### config.mk
export PLATFORM = sky130hd
export DESIGN_NAME = tt_um_emern_cmd_tx
export DESIGN_NICKNAME = d
export VERILOG_FILES = /design/src/rtl/tt_um_emern_cmd_tx.sv
export SDC_FILE = /design/constraint.sdc
export NUM_CORES = 1
export LEC_CHECK = 0
export CAP_MARGIN = 20
export CORE_UTILIZATION = 44
export DETAILED_ROUTE_END_ITERATION = 8
export GPL_TIMING_DRIVEN = 0
export PLACE_DENSITY_LB_ADDON = 0.05
export SLEW_MARGIN = 5
export SYNTH_ARGS = -nofsm -noshare
export SYNTH_HDL_FRONTEND = slang
export SYNTH_SLANG_ARGS = --single-unit
### constraint.sdc
create_clock -name clk -period 2.4 [get_ports clk]
set_input_delay 0.48 -clock clk [delete_from_list [all_inputs] [get_ports clk]]
set_output_delay 0.48 -clock clk [all_outputs]
set_load 0.05 [all_outputs]
### src/rtl/tt_um_emern_cmd_tx.sv
`default_nettype none
// ============================================================================
// Module   : tt_um_emern_cmd_tx
// Purpose  : Host-side SPI mode-0 command transmitter. Sends one 56-bit frame
//            LSB first under CS, with SCK rising edges gated by tx_allow.
// Revision : 1.0 - initial release
// ============================================================================
module tt_um_emern_cmd_tx #(
  parameter int HALF_DIV = 4,
  parameter int CS_SETUP = 4,
  parameter int CS_GAP   = 8
) (
  input  logic        clk,
  input  logic        rst_n,
  input  logic        cmd_valid,
  output logic        cmd_ready,
  input  logic [55:0] cmd_data,
  input  logic        tx_allow,
  output logic        busy,
  output logic        done,
  output logic        cs_out,
  output logic        sck_out,
  output logic        mosi_out
);

  localparam logic [2:0] ST_IDLE  = 3'd0;
  localparam logic [2:0] ST_SETUP = 3'd1;
  localparam logic [2:0] ST_LOW   = 3'd2;
  localparam logic [2:0] ST_HIGH  = 3'd3;
  localparam logic [2:0] ST_HOLD  = 3'd4;
  localparam logic [2:0] ST_GAP   = 3'd5;

  localparam logic [7:0] HALF_LAST  = 8'(HALF_DIV - 1);
  localparam logic [7:0] SETUP_LAST = 8'(CS_SETUP - 1);
  localparam logic [7:0] GAP_LAST   = 8'(CS_GAP - 1);
  localparam logic [5:0] LAST_BIT   = 6'd55;

  logic [2:0]  state;
  logic [7:0]  phase;
  logic [5:0]  bit_cnt;
  // Bit 0 goes straight to mosi_out on accept, so only bits 55:1 are queued.
  logic [54:0] shreg;

  always_ff @(posedge clk or negedge rst_n) begin
    if (!rst_n) begin
      state     <= ST_IDLE;
      phase     <= 8'd0;
      bit_cnt   <= 6'd0;
      shreg     <= 55'd0;
      cs_out    <= 1'b1;
      sck_out   <= 1'b0;
      mosi_out  <= 1'b0;
      cmd_ready <= 1'b1;
      busy      <= 1'b0;
      done      <= 1'b0;
    end else begin
      done <= 1'b0;
      case (state)
        ST_IDLE: begin
          if (cmd_valid) begin
            shreg     <= cmd_data[55:1];
            mosi_out  <= cmd_data[0];
            cs_out    <= 1'b0;
            cmd_ready <= 1'b0;
            busy      <= 1'b1;
            phase     <= 8'd0;
            bit_cnt   <= 6'd0;
            state     <= ST_SETUP;
          end
        end

        ST_SETUP: begin
          if (phase == SETUP_LAST) begin
            phase <= 8'd0;
            state <= ST_LOW;
          end else begin
            phase <= phase + 8'd1;
          end
        end

        ST_LOW: begin
          // Phase saturates at the end of the half period; the rise then
          // waits for tx_allow with no time limit.
          if (phase == HALF_LAST) begin
            if (tx_allow) begin
              sck_out <= 1'b1;
              phase   <= 8'd0;
              state   <= ST_HIGH;
            end
          end else begin
            phase <= phase + 8'd1;
          end
        end

        ST_HIGH: begin
          if (phase == HALF_LAST) begin
            sck_out <= 1'b0;
            phase   <= 8'd0;
            if (bit_cnt == LAST_BIT) begin
              state <= ST_HOLD;
            end else begin
              bit_cnt  <= bit_cnt + 6'd1;
              mosi_out <= shreg[0];
              shreg    <= {1'b0, shreg[54:1]};
              state    <= ST_LOW;
            end
          end else begin
            phase <= phase + 8'd1;
          end
        end

        ST_HOLD: begin
          if (phase == HALF_LAST) begin
            cs_out   <= 1'b1;
            done     <= 1'b1;
            mosi_out <= 1'b0;
            phase    <= 8'd0;
            state    <= ST_GAP;
          end else begin
            phase <= phase + 8'd1;
          end
        end

        ST_GAP: begin
          if (phase == GAP_LAST) begin
            cmd_ready <= 1'b1;
            busy      <= 1'b0;
            phase     <= 8'd0;
            state     <= ST_IDLE;
          end else begin
            phase <= phase + 8'd1;
          end
        end

        default: begin
          state     <= ST_IDLE;
          phase     <= 8'd0;
          cs_out    <= 1'b1;
          sck_out   <= 1'b0;
          mosi_out  <= 1'b0;
          cmd_ready <= 1'b1;
          busy      <= 1'b0;
        end
      endcase
    end
  end

endmodule
`default_nettype wire

==> run metrics, run 1 <==
status finished, final reports clean; crit-path cells ha_1 -> nor4b_4 -> nand2_4 -> a22oi_4 -> buf_6 -> buf_6 -> mux2_1; hold buffer count at CTS 0; top post-synthesis cells by count nand2_1 (173), dfrtp_1 (76), mux2_2 (28); GRT Overall Usage between 10% and 20%; Filler Cell Count a little under 900; Post-synth EDFFs 0; top cells by area in the synthesized netlist dfrtp_1 (46%), nand2_1 (16%), mux2_2 (7.6%); Setup-failing EPs final 0; Via density 5.18; CP max-delay cell dfrtp_1; row cnt 35; H-tree Lvls 3; gr ovfl total 0; first-pass GRT wire length between 15 and 20 mm; maximum vdd ir drop approximately 0.00049 V; Worst-Margin Slew approximately 0.66 ns; Synth Flop Type dfrtp_1; DIE WIDTH slightly below 100 um; crit-path max cell delay 0.41 ns; post-synthesis compound-gate area fraction about 7.6%; Worst-Skew Late Latency around 0.35 ns; drt drc 0; cell taking the most area after synthesis dfrtp_1; number of global-route vias before repair about 3300; final core occ a little under three fifths; multi-input logic area about 2000 um^2; Min Clock Period, post-route 2.18 ns; Final Hold Fails 0; Setup crit end kind register; maxcap violations 0; CP Class register to register; Max clock buf depth 2; Reg clk slew, reported paths 0.08 ns; Yosys top cell area share 45.8%; Crit path required time 2.63 ns; initial detailed-routing violation count 112; Max Fanout on Critical Path 10; Yosys Warn Count 0; worst-case clock skew roughly 0.011 ns; First-pass DRT Iterations 4; Cell Area, Synth slightly above 4000 um^2; layout cells sized above 1 roughly an eighth; total CTS buffers 9; Final HPWL DP 6.06 mm; Seq/Total Area, Yosys 47.1%; port bufs 65; Crit path top cell by count buf_6; vias around 3300; most common cell in the netlist nand2_1; Initial Utilization ~45%; pin count of the biggest net entering global routing 48; Worst slew margin between 50% and 60%; Nets 592; full die area roughly 9800 um^2; final antenna-violating net count 0; root buffer cell clkbuf_8; antenna violations before repair 0; placer congestion estimate between 0.8 and 0.9; mux cell area share after synthesis approximately 16%; post-synthesis simple-gate area fraction 24.5%; XOR/XNOR share of the synthesized area less than 1%; Unique masters post-synth 56; Syn Inst Count approximately 450; Sink Count 78; diodes inserted 0; syn_area_per_cell slightly above 9 um^2; die height around 100 um; Routed WL between 8 and 9 mm; fin. max-slew vios 0; I/O pin cnt 66; worst min-delay path class primary input to asynchronous set/reset pin; async set-or-reset flop fraction in the synthesized netlist 100%; Final Power 5810 uW; type of origin of the critical path register; unrepaired setup endpoints after global routing no; final setup TNS 0 ns; Pleak approximately 0.0024 uW; Register Area 1950 um^2; CP arrival around 2.4 ns; fmax ~460 MHz; Core ar. about 9200 um^2; synthesis-to-layout area growth 24.7%; final worst-path cycle share 91.0%; clock tree from TritonCTS built; Wirelength per Cell 13.7 um; Adder-Cell Fraction of Synth Area less than 1%; largest family of logic cells by synthesized area simple AND/OR/NAND/NOR gates; pwr dens 1120 nW/um^2; post-synthesis register bit count 78; syn_nets between 500 and 600
cells by family after synthesis:
family,Yosys count
simple gates,232
mux,58
flops,78
compound gates,44
xor+xnor,1
buf+inv,37
fa+ha+maj,2
final timing paths:
path / slack, ns / to / from / cells after the start
max in group asynchronous: 1.70 / cs_out$_DFFE_PN1P_ / rst_n / 2
min: 0.06 / shreg[47]$_DFFE_PN0P_ / rst_n / 1
min reg2reg: 0.49 / shreg[31]$_DFFE_PN0P_ / shreg[31]$_DFFE_PN0P_ / 1
max: 0.22 / shreg[39]$_DFFE_PN0P_ / phase[0]$_DFFE_PN0P_ / 7
min in group clk: 0.49 / shreg[31]$_DFFE_PN0P_ / shreg[31]$_DFFE_PN0P_ / 1
max reg2reg: 0.22 / shreg[39]$_DFFE_PN0P_ / phase[0]$_DFFE_PN0P_ / 7
critical path: cells and delay by family, from the launching register on:
| family | cells | cell delay [ns] |
|---|---|---|
| flops | 1 | 0.41 |
| simple gates | 2 | 0.49 |
| compound gates | 1 | 0.23 |
| mux | 1 | 0.33 |
| buf+inv | 2 | 0.35 |
| fa+ha+maj | 1 | 0.24 |
state kept, by name (all words and copies together) (netlist names), 3 cells and up:
| register | count |
|---|---|
| shreg | 55 |
| phase | 8 |
| bit_cnt | 6 |
| state | 3 |
per-layer routing:
layer | part of all wire [%] | wire length (um) | global-route usage (%) | vias up
met5 | 0 | 0 | 0 | -
met4 | 0.95 | 84 | 5.32 | 0
met3 | 4.8 | 426 | 4.43 | 8
met2 | 46 | 4040 | 31.1 | 64
met1 | 48 | 4280 | 27.4 | 1585
li1 | - | - | - | 1681
cells in the final DEF, fill, tap and decap left out, types with 2 or more instances in the layout:
master | netlist | final
nand2_1 | 173 | 173
dfrtp_1 | 76 | 76
clkdlybuf4s50_1 | 0 | 63
mux2_2 | 28 | 28
mux2_1 | 27 | 27
clkbuf_1 | 15 | 15
nand3_1 | 15 | 15
nor2_1 | 11 | 11
clkbuf_8 | 0 | 10
inv_1 | 9 | 9
a21oi_1 | 7 | 7
and3_1 | 7 | 7
o21ai_0 | 7 | 7
a31oi_1 | 6 | 6
buf_2 | 4 | 4
buf_6 | 4 | 4
buf_4 | 2 | 4
buf_1 | 3 | 3
nand4_1 | 3 | 3
or3_1 | 3 | 3
mux2i_1 | 3 | 3
o22ai_1 | 3 | 3
nor2b_1 | 2 | 2
nand3b_1 | 2 | 2
and2_0 | 2 | 2
nor4_1 | 2 | 2
o311ai_0 | 2 | 2
o211ai_1 | 2 | 2
nand2b_1 | 2 | 2
a211o_1 | 2 | 2
ha_1 | 2 | 2
clkinvlp_4 | 0 | 2
dfstp_2 | 2 | 2
area by class of cell:
cell class	count	area share, %
multi-input cells	337	39.1
clock inverters	5	1.14
flip-flops and latches	78	37.7
plain buffers	28	2.85
repair buffers	67	13.2
well taps	111	2.68
inverters	9	0.652
clock buffers	10	2.66
report_power, final:
part           switching, uW  total (uW)  internal, uW
combinational           1380        2650          1270
clock                    491         996           505
sequential               281        2160          1880
total                   2160        5810          3650
what timing repair did:
item	in CTS	in global routing
setup buffers	1	0
resized for setup	0	2
cloned	0	0
endpoints found under the setup margin	16	1
per-stage QoR:
stage / setup slack [ns] / area [um^2] / hold slack [ns] / std cells
floorplan: 0.364 / 4150 / 0.184 / 452
global placement: -2.06 / 4940 / 0.458 / 628
detailed placement: -0.258 / 4970 / 0.454 / 629
CTS: 0.117 / 5170 / 0.0700 / 645
global route: 0.0492 / 5180 / 0.0699 / 645
finish: 0.216 / 5180 / 0.0590 / 645
Power figures use the tool's default switching activity.
==> run 2, diff against run 1 <==
Settings changed: CORE_ASPECT_RATIO from default to 0.8.
==> run 2 against run 1 <==
Cell count rose by 0.78%; flip-flop and latch count unchanged; first-iteration DRC count grew 110%; clock power is 53% higher; critical path type unchanged; highest routed layer unchanged.
==> run metrics, run 2 (synthesized netlist as in run 1, its figures left out) <==
synthesis-to-layout area growth 28.2%; I/O pin cnt 66 (unchanged); gr ovfl total 0 (unchanged); Routed WL 9.02 mm (+2.2%); Wirelength per Cell 13.9 um (+1.4%); worst-case clock skew 0.00482 ns (-0.00595 ns); H-tree Lvls 3 (unchanged); fmax 438 MHz (-4.4%); final worst-path cycle share 95.2% (+4.1 points); CP arrival 2.49 ns (+0.08 ns); CP Class register to register; worst r2r path cells 7 (unchanged); Setup-failing EPs final 0 (unchanged); status finished, final reports clean; hold buffer count at CTS 0 (unchanged); type of origin of the critical path register; Min Clock Period, post-route 2.28 ns (+0.0994 ns); maximum vdd ir drop 0.000517 V (+5.1%); Worst slew margin 50.7% (-4.7 points); drt drc 0 (unchanged); worst min-delay path class primary input to asynchronous set/reset pin; Core ar. 9110 um^2 (-0.88%); Final Cell Area 5330 um^2 (+2.8%); pwr dens 1200 nW/um^2 (+6.6%); Nets 592 (unchanged); DP Area 4970 um^2 (+0.10%); Reg-to-Reg End shreg[31]$_DFFE_PN0P_; Worst-Skew Late Latency 0.33 ns (-0.02 ns); Final Hold Fails 0 (unchanged); maxcap violations 0 (unchanged); vias 3377 (+1.2%); antenna violations before repair 0 (unchanged); placer congestion estimate 0.774 (-10%); Largest regs shreg x55, phase x8, bit_cnt x6; fin. max-slew vios 0 (unchanged); Crit path required time 2.60 ns (-0.03 ns); Largest register FFs 55 (unchanged); total CTS buffers 9 (unchanged); Final Power 6370 uW (+9.6%); number of global-route vias before repair 3133 (-4.8%); First-pass DRT Iterations 5 (+1); r2r startpoint phase[2]$_DFFE_PN0P_; root buffer cell clkbuf_16; initial detailed-routing violation count 230 (+110%); Initial Utilization 45.6% (+0.40 points); first-pass GRT wire length 15.1 mm (-2.1%); Final HPWL DP 6.38 mm (+5.3%); R2R Setup Slk 0.12 ns (-0.10 ns); layout cells sized above 1 12.1% (+0.16 points); Largest Register shreg; Max clock buf depth 2 (unchanged); diodes inserted 0 (unchanged); GRT Overall Usage 19.3% (-0.33 points); DIE WIDTH 111 um (+12%); unrepaired setup endpoints after global routing no; commonest non-fill, non-tap cell in the layout nand2_1; port bufs 65 (unchanged); row cnt 31 (-11%); final antenna-violating net count 0 (unchanged); Sink Count 78 (unchanged); pin count of the biggest net entering global routing 58 (+21%); die height 88.9 um (-10%); Worst-Margin Slew 0.733 ns (+0.0703 ns); clock tree from TritonCTS built; full die area 9830 um^2 (about the same); Setup crit end kind register; Via density 5.20 (+0.39%); Pleak 0.00243 uW (+2.9%); Max Fanout on Critical Path 10 (unchanged); Reg clk slew, reported paths 0.06 ns (-0.02 ns); most frequent cells in the layout nand2_1 (173), dfrtp_1 (76), clkdlybuf4s50_1 (63)
## run 2: worst max path at each step
stage | startpoint | to | slack [ns]
2_1_floorplan | phase[0]$_DFFE_PN0P_ | shreg[29]$_DFFE_PN0P_ | 0.36
3_3_place_gp | rst_n | shreg[22]$_DFFE_PN0P_ | -2.07
3_5_place_dp | cmd_valid | shreg[31]$_DFFE_PN0P_ | -0.27
4_1_cts | cmd_valid | shreg[31]$_DFFE_PN0P_ | 0.06
5_1_grt | phase[2]$_DFFE_PN0P_ | shreg[31]$_DFFE_PN0P_ | 0.01
6_report | phase[2]$_DFFE_PN0P_ | shreg[31]$_DFFE_PN0P_ | 0.12
## run 2: power by group
| part | switching, uW | internal [uW] |
|---|---|---|
| clock | 524 | 1000 |
| combinational | 1400 | 1260 |
| sequential | 299 | 1890 |
## run 2: worst max-delay path, stage by stage, from the launching register on
cell and delay (ns):
dfrtp_1 0.36, buf_2 0.18, nor3_2 0.50, nand2_4 0.18
a22oi_4 0.24, buf_6 0.19, buf_6 0.16, mux2_1 0.34
## run 2: metrics by stage
stage	util [%]	setup WS [ns]	TNS, ns	hold WS, ns	std cells
final	58.4	0.116	0	0.0471	650
after global routing	58.4	0.00996	0	0.0632	650
after CTS	58.4	0.0649	0	0.0525	650
after detailed placement	54.6	-0.271	-10.12	0.403	633
after global placement	54.3	-2.07	-170.65	0.461	632
after floorplan	-	0.364	0	0.184	452
## run 2: final cells by class
type | count | area (um^2)
fillers | 816 | 3790
multi-input cells | 337 | 2020
flip-flops and latches | 78 | 1950
repair buffers | 67 | 686
clock buffers | 12 | 267
plain buffers | 28 | 148
well taps | 115 | 144
clock inverters | 4 | 76.3
inverters | 9 | 33.8
## run 2: routing by layer
metal  track usage (%)  vias up  wire length (um)  part of all wire [%]
met4              4.97        0                90                   1.0
met5                 0        -                 0                     0
met2              29.7       99              3890                    43
met1              27.3     1588              4510                    50
met3              5.29        9               529                   5.9
li1                  -     1681                 -                     -
## run 2: repair_timing
item	CTS	global route
setup endpoints to repair	3	1
resized for setup	0	1
cloned	0	0
buffers inserted	1	0
pin swaps	0	0
